[src/rtl/rs232_line_pkg.sv]
// rs232_line_pkg: shared types and constants for the RS-232 line assembler.
//   state_e     - FSM states (echo states only when RS232_LINE_ECHO_EN is defined)
//   ADDR_*      - UART register-slave addresses
//   *_LSB/*_BIT - field positions inside the UART readdata word
// Optional feature macro: RS232_LINE_ECHO_EN
package rs232_line_pkg;

`ifdef RS232_LINE_ECHO_EN
  typedef enum logic [2:0] {
    POLL_REQ, POLL_WAIT, LINE_READY, ECHO_REQ, ECHO_WAIT, ECHO_WR
  } state_e;
`else
  typedef enum logic [1:0] {
    POLL_REQ, POLL_WAIT, LINE_READY
  } state_e;
`endif

  localparam logic       ADDR_DATA  = 1'b0;
  localparam logic       ADDR_CTRL  = 1'b1;
  localparam int         AVAIL_LSB  = 16;
  localparam int         WSPACE_LSB = 16;
  localparam int         PERR_BIT   = 9;
  localparam logic [3:0] BE_BYTE0   = 4'b0001;
  localparam logic [3:0] BE_WORD    = 4'b1111;

  // Extract an 8-bit field starting at lsb.
  function automatic logic [7:0] field8(input logic [31:0] word, input int lsb);
    return word[lsb +: 8];
  endfunction

endpackage

[src/rtl/rs232_line_buffer.sv]
// rs232_line_buffer: DEPTH x 8 line storage, one write port, registered read.
//   clk, reset     - clock, async active-high reset (clears the read register only)
//   we_i/waddr_i/wdata_i - write port
//   raddr_i        - read index
//   rdata_o        - byte at raddr_i, one cycle later
module rs232_line_buffer #(
  parameter  int DEPTH = 64,
  localparam int AW    = $clog2(DEPTH)
) (
  input  logic          clk,
  input  logic          reset,
  input  logic          we_i,
  input  logic [AW-1:0] waddr_i,
  input  logic [7:0]    wdata_i,
  input  logic [AW-1:0] raddr_i,
  output logic [7:0]    rdata_o
);

  logic [7:0] mem_q [DEPTH];
  logic [7:0] rdata_q;

  always_ff @(posedge clk) begin
    if (we_i) mem_q[waddr_i] <= wdata_i;
  end

  always_ff @(posedge clk or posedge reset) begin
    if (reset) rdata_q <= '0;
    else       rdata_q <= mem_q[raddr_i];
  end

  assign rdata_o = rdata_q;

endmodule

[src/rtl/rs232_line_assembler.sv]
// rs232_line_assembler: polls a UART register slave over Avalon-MM, assembles
// received bytes into a line buffer and holds the line until acknowledged.
//   clk, reset                 - clock, async active-high reset
//   address..writedata,readdata - Avalon-MM master to the UART (0=data, 1=control)
//   line_valid/length/overflow - held-line status
//   line_rd_addr/line_rd_data  - buffer read port (1-cycle latency)
//   line_ack                   - releases the held line
// Optional feature macro: RS232_LINE_ECHO_EN (echo accepted bytes back to the UART)
module rs232_line_assembler
  import rs232_line_pkg::*;
#(
  parameter  int         MAX_LEN   = 64,
  parameter  logic [7:0] TERM_CHAR = 8'h0A,
  parameter  bit         DROP_CR   = 1'b1,
  localparam int         AW        = $clog2(MAX_LEN),
  localparam int         CW        = AW + 1
) (
  input  logic          clk,
  input  logic          reset,
  output logic          address,
  output logic          chipselect,
  output logic          read,
  output logic          write,
  output logic [3:0]    byteenable,
  output logic [31:0]   writedata,
  input  logic [31:0]   readdata,
  output logic          line_valid,
  output logic [CW-1:0] line_length,
  output logic          line_overflow,
  input  logic [AW-1:0] line_rd_addr,
  output logic [7:0]    line_rd_data,
  input  logic          line_ack
);

  localparam logic [CW-1:0] FULL = CW'(MAX_LEN);

  state_e        state_q;
  logic          cs_q, rd_q, addr_q, valid_q, ovf_q, err_q;
  logic [3:0]    be_q;
  logic [CW-1:0] cnt_q, len_q;

  // Decode of the data-register sample seen in POLL_WAIT
  logic       rx_avail, rx_perr, rx_cr, rx_term, rx_keep, buf_we;
  logic [7:0] rx_byte;

  assign rx_avail = field8(readdata, AVAIL_LSB) != 8'h00;
  assign rx_perr  = readdata[PERR_BIT];
  assign rx_byte  = readdata[7:0];
  assign rx_cr    = DROP_CR && (rx_byte == 8'h0D);
  assign rx_term  = rx_byte == TERM_CHAR;
  assign rx_keep  = rx_avail && !rx_perr && !rx_cr;
  assign buf_we   = (state_q == POLL_WAIT) && rx_keep && !rx_term && (cnt_q < FULL);

`ifdef RS232_LINE_ECHO_EN
  logic        wr_q;
  logic [31:0] wdata_q;
  logic [7:0]  echo_q;
`endif

  // Request strobes default low every cycle; a transition that enters a
  // request state raises them for exactly that state's single cycle.
  always_ff @(posedge clk or posedge reset) begin
    if (reset) begin
      state_q <= POLL_REQ;
      cs_q    <= 1'b0;
      rd_q    <= 1'b0;
      addr_q  <= ADDR_DATA;
      be_q    <= '0;
      valid_q <= 1'b0;
      len_q   <= '0;
      ovf_q   <= 1'b0;
      cnt_q   <= '0;
      err_q   <= 1'b0;
`ifdef RS232_LINE_ECHO_EN
      wr_q    <= 1'b0;
      wdata_q <= '0;
      echo_q  <= '0;
`endif
    end else begin
      cs_q   <= 1'b0;
      rd_q   <= 1'b0;
      addr_q <= ADDR_DATA;
      be_q   <= '0;
`ifdef RS232_LINE_ECHO_EN
      wr_q    <= 1'b0;
      wdata_q <= '0;
`endif
      case (state_q)
        POLL_REQ: begin
          // Strobes are low only on the first cycle after reset: issue now.
          if (cs_q) begin
            state_q <= POLL_WAIT;
          end else begin
            cs_q <= 1'b1; rd_q <= 1'b1; be_q <= BE_BYTE0;
          end
        end
        POLL_WAIT: begin
          state_q <= POLL_REQ;
          cs_q <= 1'b1; rd_q <= 1'b1; be_q <= BE_BYTE0;
          if (rx_avail && rx_perr) err_q <= 1'b1;
          if (rx_keep) begin
            if (rx_term) begin
              if (cnt_q != '0) begin
                len_q <= cnt_q;
`ifdef RS232_LINE_ECHO_EN
                echo_q  <= rx_byte;
                state_q <= ECHO_REQ;
                addr_q  <= ADDR_CTRL; be_q <= BE_WORD;
`else
                valid_q <= 1'b1;
                state_q <= LINE_READY;
                cs_q <= 1'b0; rd_q <= 1'b0; be_q <= '0;
`endif
              end
            end else if (cnt_q < FULL) begin
              cnt_q <= cnt_q + 1'b1;
`ifdef RS232_LINE_ECHO_EN
              echo_q  <= rx_byte;
              state_q <= ECHO_REQ;
              addr_q  <= ADDR_CTRL; be_q <= BE_WORD;
`endif
            end else begin
              ovf_q <= 1'b1;
            end
          end
        end
        LINE_READY: begin
          // No bus traffic: unread bytes stay in the UART FIFO.
          if (line_ack) begin
            valid_q <= 1'b0;
            ovf_q   <= 1'b0;
            cnt_q   <= '0;
            state_q <= POLL_REQ;
            cs_q <= 1'b1; rd_q <= 1'b1; be_q <= BE_BYTE0;
          end
        end
`ifdef RS232_LINE_ECHO_EN
        ECHO_REQ: state_q <= ECHO_WAIT;
        ECHO_WAIT: begin
          cs_q <= 1'b1;
          if (field8(readdata, WSPACE_LSB) == 8'h00) begin
            state_q <= ECHO_REQ;
            rd_q <= 1'b1; addr_q <= ADDR_CTRL; be_q <= BE_WORD;
          end else begin
            state_q <= ECHO_WR;
            wr_q <= 1'b1; be_q <= BE_BYTE0; wdata_q <= {24'h0, echo_q};
          end
        end
        ECHO_WR: begin
          if (echo_q == TERM_CHAR && len_q != '0 && cnt_q == len_q) begin
            valid_q <= 1'b1;
            state_q <= LINE_READY;
          end else begin
            state_q <= POLL_REQ;
            cs_q <= 1'b1; rd_q <= 1'b1; be_q <= BE_BYTE0;
          end
        end
`endif
        default: state_q <= POLL_REQ;
      endcase
    end
  end

  rs232_line_buffer #(.DEPTH(MAX_LEN)) u_buf (
    .clk     (clk),
    .reset   (reset),
    .we_i    (buf_we),
    .waddr_i (cnt_q[AW-1:0]),
    .wdata_i (rx_byte),
    .raddr_i (line_rd_addr),
    .rdata_o (line_rd_data)
  );

  assign address       = addr_q;
  assign chipselect    = cs_q;
  assign read          = rd_q;
  assign byteenable    = be_q;
  assign line_valid    = valid_q;
  assign line_length   = len_q;
  assign line_overflow = ovf_q;

`ifdef RS232_LINE_ECHO_EN
  assign write     = wr_q;
  assign writedata = wdata_q;
`else
  assign write     = 1'b0;
  assign writedata = '0;
`endif

  // Fields of readdata the design does not look at, plus the internal error flag
  logic unused_bits;
  assign unused_bits = ^{readdata[31:24], readdata[15:10], readdata[8], err_q};

endmodule

[config.mk]
export PLATFORM = sky130hd
export DESIGN_NAME = rs232_line_assembler
export DESIGN_NICKNAME = d
export VERILOG_FILES = /design/src/rtl/rs232_line_pkg.sv /design/src/rtl/rs232_line_buffer.sv /design/src/rtl/rs232_line_assembler.sv
export SDC_FILE = /design/constraint.sdc
export NUM_CORES = 1
export LEC_CHECK = 0
export CORE_ASPECT_RATIO = 0.6
export CORE_MARGIN = 4
export CORE_UTILIZATION = 60
export DETAILED_ROUTE_END_ITERATION = 8
export GPL_TIMING_DRIVEN = 0
export PLACE_DENSITY = 0.83
export SETUP_SLACK_MARGIN = 0.02
export SLEW_MARGIN = 20
export SYNTH_ARGS = -nofsm -noshare
export SYNTH_HDL_FRONTEND = slang
export SYNTH_SLANG_ARGS = --single-unit
export TNS_END_PERCENT = 20
[constraint.sdc]
create_clock -name clk -period 4.3 [get_ports clk]
set_input_delay 0.86 -clock clk [delete_from_list [all_inputs] [get_ports clk]]
set_output_delay 0.86 -clock clk [all_outputs]
set_load 0.005 [all_outputs]
==> flow_metrics.env <==
export IMPL_rrSetupSlack_ns=0.76
export IMPL_power_density_cell_area_nw_per_um2=459
export IMPL_minimum_setup_slack_after_placement_ns=-0.338
export IMPL_cp_start_kind="input port"
export IMPL_synth_most_common_cell="edfxtp_1"
export IMPL_synth_top_cell_area_share=0.723
export IMPL_layout_area_seq_um2=16100
export IMPL_hold_fix_buffer_count_after_cts=0
export IMPL_grt_first_pass_wirelength_mm=76.5
export IMPL_layout_overhead_on_the_synthesized_area_pct=13.5
export IMPL_number_of_cts_inserted_buffers=47
export IMPL_synth_flop_cell="edfxtp_1"
export IMPL_wl_per_cell_um=31.1
export IMPL_synth_async_sr_flop_share=0.0501
export IMPL_period_minus_slack_ns=4.25
export IMPL_nNetsFinal=1222
export IMPL_gr_usage_all_layers=0.273
export IMPL_io_buffers=41
export IMPL_via_count=11500
export IMPL_fin_crit_sh=0.989
export IMPL_floorplan_die_area_um2=38600
export IMPL_placed_cells_incl_taps=1597
export IMPL_timing_hold_violations_final=0
export IMPL_setup_worst_path_start="readdata[1]"
export IMPL_cts_max_path_buffers=3
export IMPL_finalNonFillerCells=1685
export IMPL_clock_sinks=539
export IMPL_post_synth_instance_area_um2=21300
export IMPL_max_vdd_ir_drop_uv=433
export IMPL_synth_avg_cell_area_um2=20.3
export IMPL_route_final_wire_length_mm=52.4
export IMPL_slew_headroom=0.322
export IMPL_antenna_found_initial=3
export IMPL_rsz0062_at_grt="true"
export IMPL_finClkSkew_ns=0.0237
export IMPL_cts_tree="yes"
export IMPL_drtAntennaViolNets=0
export IMPL_worstReg2RegStart="state_q[1]$_DFFE_PP0P_"
export IMPL_finalSetupViolCount=0
export IMPL_hpwl_mm=33.8
export IMPL_gp_congestion=0.960
export IMPL_post_cts_resize_count=0
export IMPL_maxCapViolCount=0
export IMPL_synthDominantAreaCellType="edfxtp_1"
export IMPL_combined_area_of_the_multi_input_logic_cells_um2=4790
export IMPL_max_freq_ghz=0.235
export IMPL_ys_ff_latch=539
export IMPL_globalRouteOverflowTotal=0
export IMPL_synth_edff_count=512
export IMPL_fillCellCount=2089
export IMPL_timing_hold_worst_start="line_valid$_DFFE_PP0P_"
export IMPL_antenna_cells_inserted=0
export IMPL_num_rows=53
export IMPL_grt_start_max_net_pins=66
export IMPL_cts_repair_timing_setup_buffer_count=0
export IMPL_arrival_ns=4.45
export IMPL_die_width_um=251
export IMPL_synth_yosys_warnings=0
export IMPL_synth_top_cells_by_count="512 x edfxtp_1, 128 x mux4_2, 81 x nor2_1"
export IMPL_total_iterations_of_the_first_detailed_routing_run=6
export IMPL_placeableCoreArea_um2=35000
export IMPL_clock_latency_ns=0.59
export IMPL_final_max_slew_violation_count=0
export IMPL_worst_slew_pin_transition_ns=1.01
export IMPL_ctsRootBufferMaster="clkbuf_16"
export IMPL_final_setup_worst_slack_ns=0.0480
export IMPL_start_util=0.608
export IMPL_cts_clk_slew_worst_paths_ns=0.07
export IMPL_syn_inst=1047
export IMPL_drive_gt1_frac=0.255
export IMPL_endpoint_type_of_the_worst_setup_path="flip-flop"
export IMPL_synth_area_top_cells="edfxtp_1 72%, mux4_2 14%, dfrtp_1 3.2%, buf_4 1.5%, nor2_1 1.4%"
export IMPL_outcome="complete, no violations"
export IMPL_number_of_global_route_vias_before_repair=11100
export IMPL_synth_distinct_cells=52
export IMPL_drt_initial_drc_count=1972
export IMPL_critical_path_class="input port to flip-flop"
export IMPL_pin_count=98
export IMPL_cp_max_fo=35
export IMPL_power_static_leakage_nw=7.87
export IMPL_synth_seq_area_share=0.754
export IMPL_hold_class="flip-flop to flip-flop"
export IMPL_critPathRequiredTime_ns=4.50
export IMPL_cts_htree_levels=2
export IMPL_fp_dieH_um=154
export IMPL_drt_drc_violations_left=0
export IMPL_viasPerCell=6.85
==> final cells by class <==
| cell class | instances | area share |
|---|---|---|
| clock inverters | 26 | 0.0112 |
| well taps | 467 | 0.0242 |
| multi-input cells | 447 | 0.198 |
| inverters | 7 | 0.00109 |
| clock buffers | 62 | 0.0563 |
| repair buffers | 47 | 0.0214 |
| flip-flops and latches | 539 | 0.664 |
| plain buffers | 90 | 0.0229 |
==> state kept, by name, summed over array words and instances, names as in the netlist <==
signal / flops
line_valid: 1
line_overflow: 1
u_buf.mem_q: 512
byteenable: 1
line_length: 7
u_buf.rdata_o: 8
state_q: 2
cnt_q: 7
==> cells in the final DEF, fill, tap and decap left out, types with 4 or more instances in the layout <==
master             n
inv_1              6
clkinv_2           6
bufinv_16          4
buf_4             45
nand4_1            8
nor4_1             9
nand2_1           17
mux2i_1           21
nor2_1            78
edfxtp_1         512
o21ai_0           15
nand2b_1           7
mux2_2            10
nand3_1           10
o22ai_1           15
a21oi_1            8
a32o_1             5
buf_2             32
nand3b_1           5
mux4_2           128
and2_1             4
clkbuf_16         53
dfrtp_1           27
clkinv_4           4
a221oi_1           6
o221ai_1          11
a211oi_1           5
conb_1            37
nor2b_1            9
clkdlybuf4s50_1   33
clkinv_1           6
clkbuf_1          24
==> final timing paths <==
path	endpoint	cells past startpoint
hold reg to reg	line_valid$_DFFE_PP0P_	2
setup reg to reg	u_buf.mem_q[13][4]$_DFFE_PP_	4
max in group asynchronous	cnt_q[3]$_DFFE_PP0P_	2
setup / recovery	u_buf.mem_q[13][4]$_DFFE_PP_	7
hold / removal	line_valid$_DFFE_PP0P_	2
min in group asynchronous	cnt_q[4]$_DFFE_PP0P_	2
==> power by group <==
part / internal [mW] / switching, mW
combinational: 0.287 / 0.539
sequential: 5.79 / 0.0304
clock: 2.50 / 1.94
==> metal layers <==
metal	vias to the layer above	part of all wire	global-route usage
met5	-	0.00055	0
met4	4	0.028	0.0676
met3	130	0.15	0.0813
met2	1006	0.44	0.387
met1	5901	0.38	0.429
li1	4504	-	-
==> kinds of logic after synthesis <==
family / count (synthesis) / share of synthesized area
flip-flops: 539 / 0.754
AO/OA/AOI/OAI: 79 / 0.0265
other: 1 / 0.000176
buffers and inverters: 97 / 0.0273
XOR/XNOR: 1 / 0.000412
adder cells (fa/ha/maj): 2 / 0.00118
multiplexers: 159 / 0.151
AND/OR/NAND/NOR: 169 / 0.0395
==> critical path, cell delays in order <==
cell and delay, ns:
buf_2 0.61, buf_16 0.26, nand3b_1 0.15, a211oi_2 0.12
nor4_2 0.56, nand4_1 0.83, nor2_1 1.02
==> metrics by stage <==
step           hold WS, ns  TNS (ns)   util  cell area (um^2)  power [mW]
5_1_grt              0.511   -0.0946  0.690             24200        11.4
6_report             0.484         0  0.690             24200        11.1
3_5_place_dp         0.468    -86.33  0.643             22500        6.72
4_1_cts              0.485         0  0.690             24100        11.1
3_3_place_gp         0.466   -838.86  0.640             22400        6.70
2_1_floorplan        0.454         0      -             21400        6.38
Note: power is estimated with default switching activity, not from simulation.
